<file path="src/rtl/bit_serial_addsub_ctrl_pkg.sv">
// rtl/bit_serial_addsub_ctrl_pkg.sv - shared FSM state and op encoding for the bit-serial add/sub block
package bit_serial_addsub_ctrl_pkg;

    typedef enum logic [1:0] {
        IDLE = 2'd0,
        BUSY = 2'd1,
        DONE = 2'd2
    } state_e;

    localparam logic OP_ADD = 1'b0;
    localparam logic OP_SUB = 1'b1;

endpackage

</file>
<file path="src/rtl/bit_serial_addsub_ctrl_full_adder_subtractor.sv">
// rtl/bit_serial_addsub_ctrl_full_adder_subtractor.sv - 1-bit full adder / full subtractor cell
module full_adder_subtractor (
    input  logic a_i,
    input  logic b_i,
    input  logic cbin_i,
    input  logic sub_i,
    output logic s_o,
    output logic cb_o
);

    logic axb;

    assign axb  = a_i ^ b_i;
    assign s_o  = axb ^ cbin_i;
    // add: carry = ab | (a^b)cin ; sub: borrow = ~a b | ~(a^b) bin
    assign cb_o = sub_i ? ((~a_i & b_i) | (~axb & cbin_i))
                        : ((a_i & b_i) | (axb & cbin_i));

endmodule

</file>
<file path="src/rtl/bit_serial_addsub_ctrl.sv">
// rtl/bit_serial_addsub_ctrl.sv - LSB-first bit-serial add/sub controller with valid/ready handshakes
// Optional saturation on signed overflow: define BIT_SERIAL_ADDSUB_SAT_EN.
module bit_serial_addsub_ctrl
    import bit_serial_addsub_ctrl_pkg::*;
#(
    parameter int WIDTH = 8
) (
    input  logic             clk,
    input  logic             rst_n,
    input  logic             in_valid,
    output logic             in_ready,
    input  logic             op,
    input  logic [WIDTH-1:0] a,
    input  logic [WIDTH-1:0] b,
    output logic             out_valid,
    input  logic             out_ready,
    output logic [WIDTH-1:0] result,
    output logic             cb_out,
    output logic             ovf
);

    localparam int CW  = $clog2(WIDTH);
    localparam int MSB = WIDTH - 1;

    state_e           state_q;
    logic [CW-1:0]    cnt_q;
    logic [WIDTH-1:0] a_q, b_q, res_q;
    logic             op_q, cb_q;
    logic             in_ready_q, out_valid_q, cb_out_q, ovf_q;

    logic             cell_s, cell_cb, last;
    logic [WIDTH-1:0] res_d, fin_d;
    logic             ovf_d;

    full_adder_subtractor u_cell (
        .a_i    (a_q[cnt_q]),
        .b_i    (b_q[cnt_q]),
        .cbin_i (cb_q),
        .sub_i  (op_q),
        .s_o    (cell_s),
        .cb_o   (cell_cb)
    );

    assign last = (cnt_q == CW'(WIDTH - 1));

    // ovf_d and fin_d are only meaningful on the last BUSY cycle, when res_d is complete
    always_comb begin
        res_d        = res_q;
        res_d[cnt_q] = cell_s;
        if (op_q == OP_ADD) begin
            ovf_d = (a_q[MSB] == b_q[MSB]) && (res_d[MSB] != a_q[MSB]);
        end else begin
            ovf_d = (a_q[MSB] != b_q[MSB]) && (res_d[MSB] != a_q[MSB]);
        end
        fin_d = res_d;
`ifdef BIT_SERIAL_ADDSUB_SAT_EN
        if (ovf_d) begin
            fin_d = a_q[MSB] ? {1'b1, {(WIDTH-1){1'b0}}} : {1'b0, {(WIDTH-1){1'b1}}};
        end
`endif
    end

    always_ff @(posedge clk or negedge rst_n) begin
        if (!rst_n) begin
            state_q     <= IDLE;
            in_ready_q  <= 1'b1;
            out_valid_q <= 1'b0;
            cnt_q       <= '0;
            cb_q        <= 1'b0;
            a_q         <= '0;
            b_q         <= '0;
            op_q        <= OP_ADD;
            res_q       <= '0;
            cb_out_q    <= 1'b0;
            ovf_q       <= 1'b0;
        end else begin
            case (state_q)
                IDLE: begin
                    if (in_valid && in_ready_q) begin
                        a_q        <= a;
                        b_q        <= b;
                        op_q       <= op;
                        cb_q       <= 1'b0;
                        cnt_q      <= '0;
                        res_q      <= '0;
                        in_ready_q <= 1'b0;
                        state_q    <= BUSY;
                    end
                end
                BUSY: begin
                    cb_q  <= cell_cb;
                    cnt_q <= cnt_q + CW'(1);
                    if (last) begin
                        res_q       <= fin_d;
                        cb_out_q    <= cell_cb;
                        ovf_q       <= ovf_d;
                        out_valid_q <= 1'b1;
                        state_q     <= DONE;
                    end else begin
                        res_q <= res_d;
                    end
                end
                DONE: begin
                    if (out_ready) begin
                        out_valid_q <= 1'b0;
                        in_ready_q  <= 1'b1;
                        state_q     <= IDLE;
                    end
                end
                default: begin
                    state_q     <= IDLE;
                    in_ready_q  <= 1'b1;
                    out_valid_q <= 1'b0;
                end
            endcase
        end
    end

    assign in_ready  = in_ready_q;
    assign out_valid = out_valid_q;
    assign result    = res_q;
    assign cb_out    = cb_out_q;
    assign ovf       = ovf_q;

endmodule

</file>
<file path="config.mk">
export PLATFORM = sky130hd
export DESIGN_NAME = bit_serial_addsub_ctrl
export DESIGN_NICKNAME = d
export VERILOG_FILES = /design/src/rtl/bit_serial_addsub_ctrl_pkg.sv /design/src/rtl/bit_serial_addsub_ctrl_full_adder_subtractor.sv /design/src/rtl/bit_serial_addsub_ctrl.sv
export SDC_FILE = /design/constraint.sdc
export NUM_CORES = 1
export LEC_CHECK = 0
export ABC_AREA = 1
export ABC_CLOCK_PERIOD_IN_PS = 2590
export CORE_ASPECT_RATIO = 0.6
export CORE_MARGIN = 3
export CORE_UTILIZATION = 50
export CTS_CLUSTER_SIZE = 40
export DETAILED_ROUTE_END_ITERATION = 6
export PLACE_DENSITY_LB_ADDON = 0.3
export REMOVE_ABC_BUFFERS = 1
export SYNTH_ARGS = -nofsm -noshare
export SYNTH_HDL_FRONTEND = slang
export SYNTH_SLANG_ARGS = --single-unit
</file>
<file path="constraint.sdc">
create_clock -name clk -period 2.59 [get_ports clk]
set_input_delay 0.3885 -clock clk [delete_from_list [all_inputs] [get_ports clk]]
set_output_delay 0.3885 -clock clk [all_outputs]
set_load 0.005 [all_outputs]
</file>
==> out/results.tsv <==
stage	metric	value	unit
outcome	outcome	complete, no violations	
detailed_routing	num_vias	1564	
cts	cts_sinks	35	
placement	portBuffers	32	
cts	cts_buffers	5	
timing	rsz0062_at_grt	no	
timing	relSlewSlack	71.6	%
timing	max_freq	443	MHz
placement	dpl-instance-area	2190	µm²
cts	post_cts_resized	0	
detailed_routing	met1_length	1790	µm
yosys	syn-cell-area	1820	µm²
yosys	synth_xor_area_share	0	%
grt	grt_usage	18.5	%
timing	fin_skew	4.53	ps
floorplanning	dieWidth	83.9	µm
detailed_routing	ant_nets	0	
setup_path	crit_required	2820	ps
yosys	synth_compound_area_share	4.67	%
setup_path	critPathMaxFanout	14	
detailed_routing	drt_iter0_markers	89	
floorplanning	io_pins	33	
final_layout	num-fill-cells	305	
timing	timing.final.hold_violations	0	
cts	cts_root_buf	clkbuf_8	
timing	worst_pin_slew	426	ps
setup_path	cp_data_arrival_time	2490	ps
detailed_routing	routed_via_density	4.71	
timing	tns	0	ps
final_layout	syn_to_final_growth	26.7	%
yosys	ys_types	21	
yosys	synth-seq-area-share	48.2	%
grt	grt_first_pass_wirelength	6330	µm
final_layout	antenna_cells	0	
final_layout	design_area	2310	µm²
grt	grt_overflow	0	
cts	htreeDepth	2	
detailed_routing	avgRoutedWirePerCell	10.8	µm
setup_path	endpoint_kind	flip-flop	
floorplanning	die_h	52.7	µm
pwr	fin_total_pwr	2660	µW
detailed_routing	drcViolationCount	0	
floorplanning	start_util	54.1	%
placement	globalplace.congestion	0.785	
run	cap_violations	0	
timing	period_needed	2260	ps
grt	grt_start_max_net_pins	36	
floorplanning	die_area	4420	µm²
detailed_routing	top_layer	met4	
setup_path	crit_top_cell	nand2_1	
setup_path	critical_path_class	flip-flop to flip-flop	
detailed_routing	drt_first_pass_iters	4	
setup_path	crit_chain	inv_1, nand2_1, nand2_1, nand2_1, nand2_1, nand2_1, nand2_1, inv_1, fa_1, inv_1, nand4_1, nand3_1, nand3_1, nand2_1	
timing	post-route-period-util	87.2	%
final_layout	drive_gt1_share	6.27	%
yosys	ys_ff_latch	35	
timing	setup_violations	0	
pwr	p_leak	0.00120	µW
yosys	syn_area_per_cell	7.31	µm²
detailed_routing	wl_met3	270	µm
floorplanning	coreArea	3360	µm²
yosys	synth_mux_area_share	0.550	%
detailed_routing	dr_wl_met2	1480	µm
grt	antenna_found_initial	0	
yosys	postSynthCellCount	249	
setup_path	startpoint_type	flip-flop	
cts	path_clk_slew	70	ps
setup_path	cp_slowest_cell	fa_1	
yosys	synth-simple-area-share	34.0	%
worst_hold_path	hold_path_class	flip-flop to flip-flop	
floorplanning	placementRows	16	
pwr	powerDensity	1150	nW/µm²
timing	slew_violations	0	
cts	cts-hold-fix-buffers	0	
grt	grt_pass1_vias	1418	
cts	cts_tree	done	
yosys	synth_warnings	0	
yosys	synth_top_family_by_area	simple AND/OR/NAND/NOR gates	
setup_path	max_stage_delay	490	ps
detailed_routing	routed_wl	3590	µm
cts	cts_buffer_depth	2	
pwr	ir_drop	0.000620	V
placement	hpwlAfterDp	2630	µm
timing	whs	475	ps
cts	clock_latency	290	ps
yosys	synth-adder-area-share	3.57	%
final_layout	fin_nets	311	
cts	cts_setup_buffers	0	
sequential cells by signal, summed over array words and instances, names as in the netlist:
register	flops
cb_out	1
out_valid	1
b_q	8
result	8
op_q	1
a_q	8
in_ready	1
cnt_q	3
cb_q	1
ovf	1
state_q	2
routing by layer:
layer | track usage (%) | vias to the layer above
met5 | 0 | -
met4 | 7.75 | 0
met1 | 25.2 | 690
li1 | - | 825
met2 | 28.0 | 44
met3 | 5.02 | 5
placed cells by master, fill, tap and decap left out, types with 5 or more instances in the layout:
cell type	count
nand2_1	118
dfrtp_1	34
clkdlybuf4s50_1	32
inv_1	29
nor2_1	16
o21ai_0	15
nand3_1	14
clkbuf_8	6
buf_4	5
stage by stage:
step | utilization (%) | instances | setup WS (ps)
floorplan | - | 242 | 414
global placement | 65.1 | 324 | 468
detailed placement | 65.1 | 324 | 338
CTS | 68.6 | 332 | 335
global route | 68.6 | 332 | 48.0
finish | 68.6 | 332 | 330
worst max-delay path: cells and delay by family (launching register included):
kind                       cells  cell delay, ps
adders and majority gates      1             490
and+or+nand+nor               10             760
buffers and inverters          3             560
DFF                            1             380
cell usage after synthesis (all sizes together):
| cell type | count | area share, % |
|---|---|---|
| nor3 | 2 | 1.2 |
| buf | 6 | 2.3 |
| dfstp | 1 | 1.4 |
| clkbuf | 1 | 0.21 |
| o21ai | 17 | 4.7 |
| nand3 | 14 | 3.8 |
| ha | 2 | 1.4 |
| fa | 2 | 2.2 |
| nor2 | 17 | 3.9 |
| inv | 31 | 6.4 |
| clkinv | 1 | 0.21 |
| dfrtp | 34 | 47 |
| mux2i | 1 | 0.55 |
| nand4 | 2 | 0.69 |
| nand2 | 118 | 24 |
logic make-up (layout without fill, tap and decap cells):
kind of cell,Yosys count,count (layout)
simple gates,153,153
buf+inv,39,77
flops,35,35
compound gates,17,17
fa+ha+maj,4,4
mux,1,1
final timing paths:
path	start	end	slack, ps	cells past startpoint
setup / recovery	cnt_q[0]	ovf	330	14
hold / removal	a_q[4]	a_q[4]	480	2
setup reg to reg	cnt_q[0]	ovf	330	14
hold reg to reg	a_q[4]	a_q[4]	480	2
max in group asynchronous	rst_n	in_ready	1750	2
min in group asynchronous	rst_n	result[5]	510	2
where the power goes:
group / leakage (µW) / switching (µW) / internal, µW
Sequential: 0.000436 / 170 / 792
Combinational: 0.000706 / 698 / 497
Clock: 0.0000612 / 197 / 311
cell type report:
class	instances	area, µm²	share of cell area [%]
clock buffers	6	82.6	3.58
flip-flops and latches	35	877	38.0
clock inverters	2	35.0	1.52
repair buffers	37	358	15.5
well taps	45	56.3	2.44
inverters	32	120	5.21
multi-input cells	175	778	33.7
(Power assumes the default switching activity.)
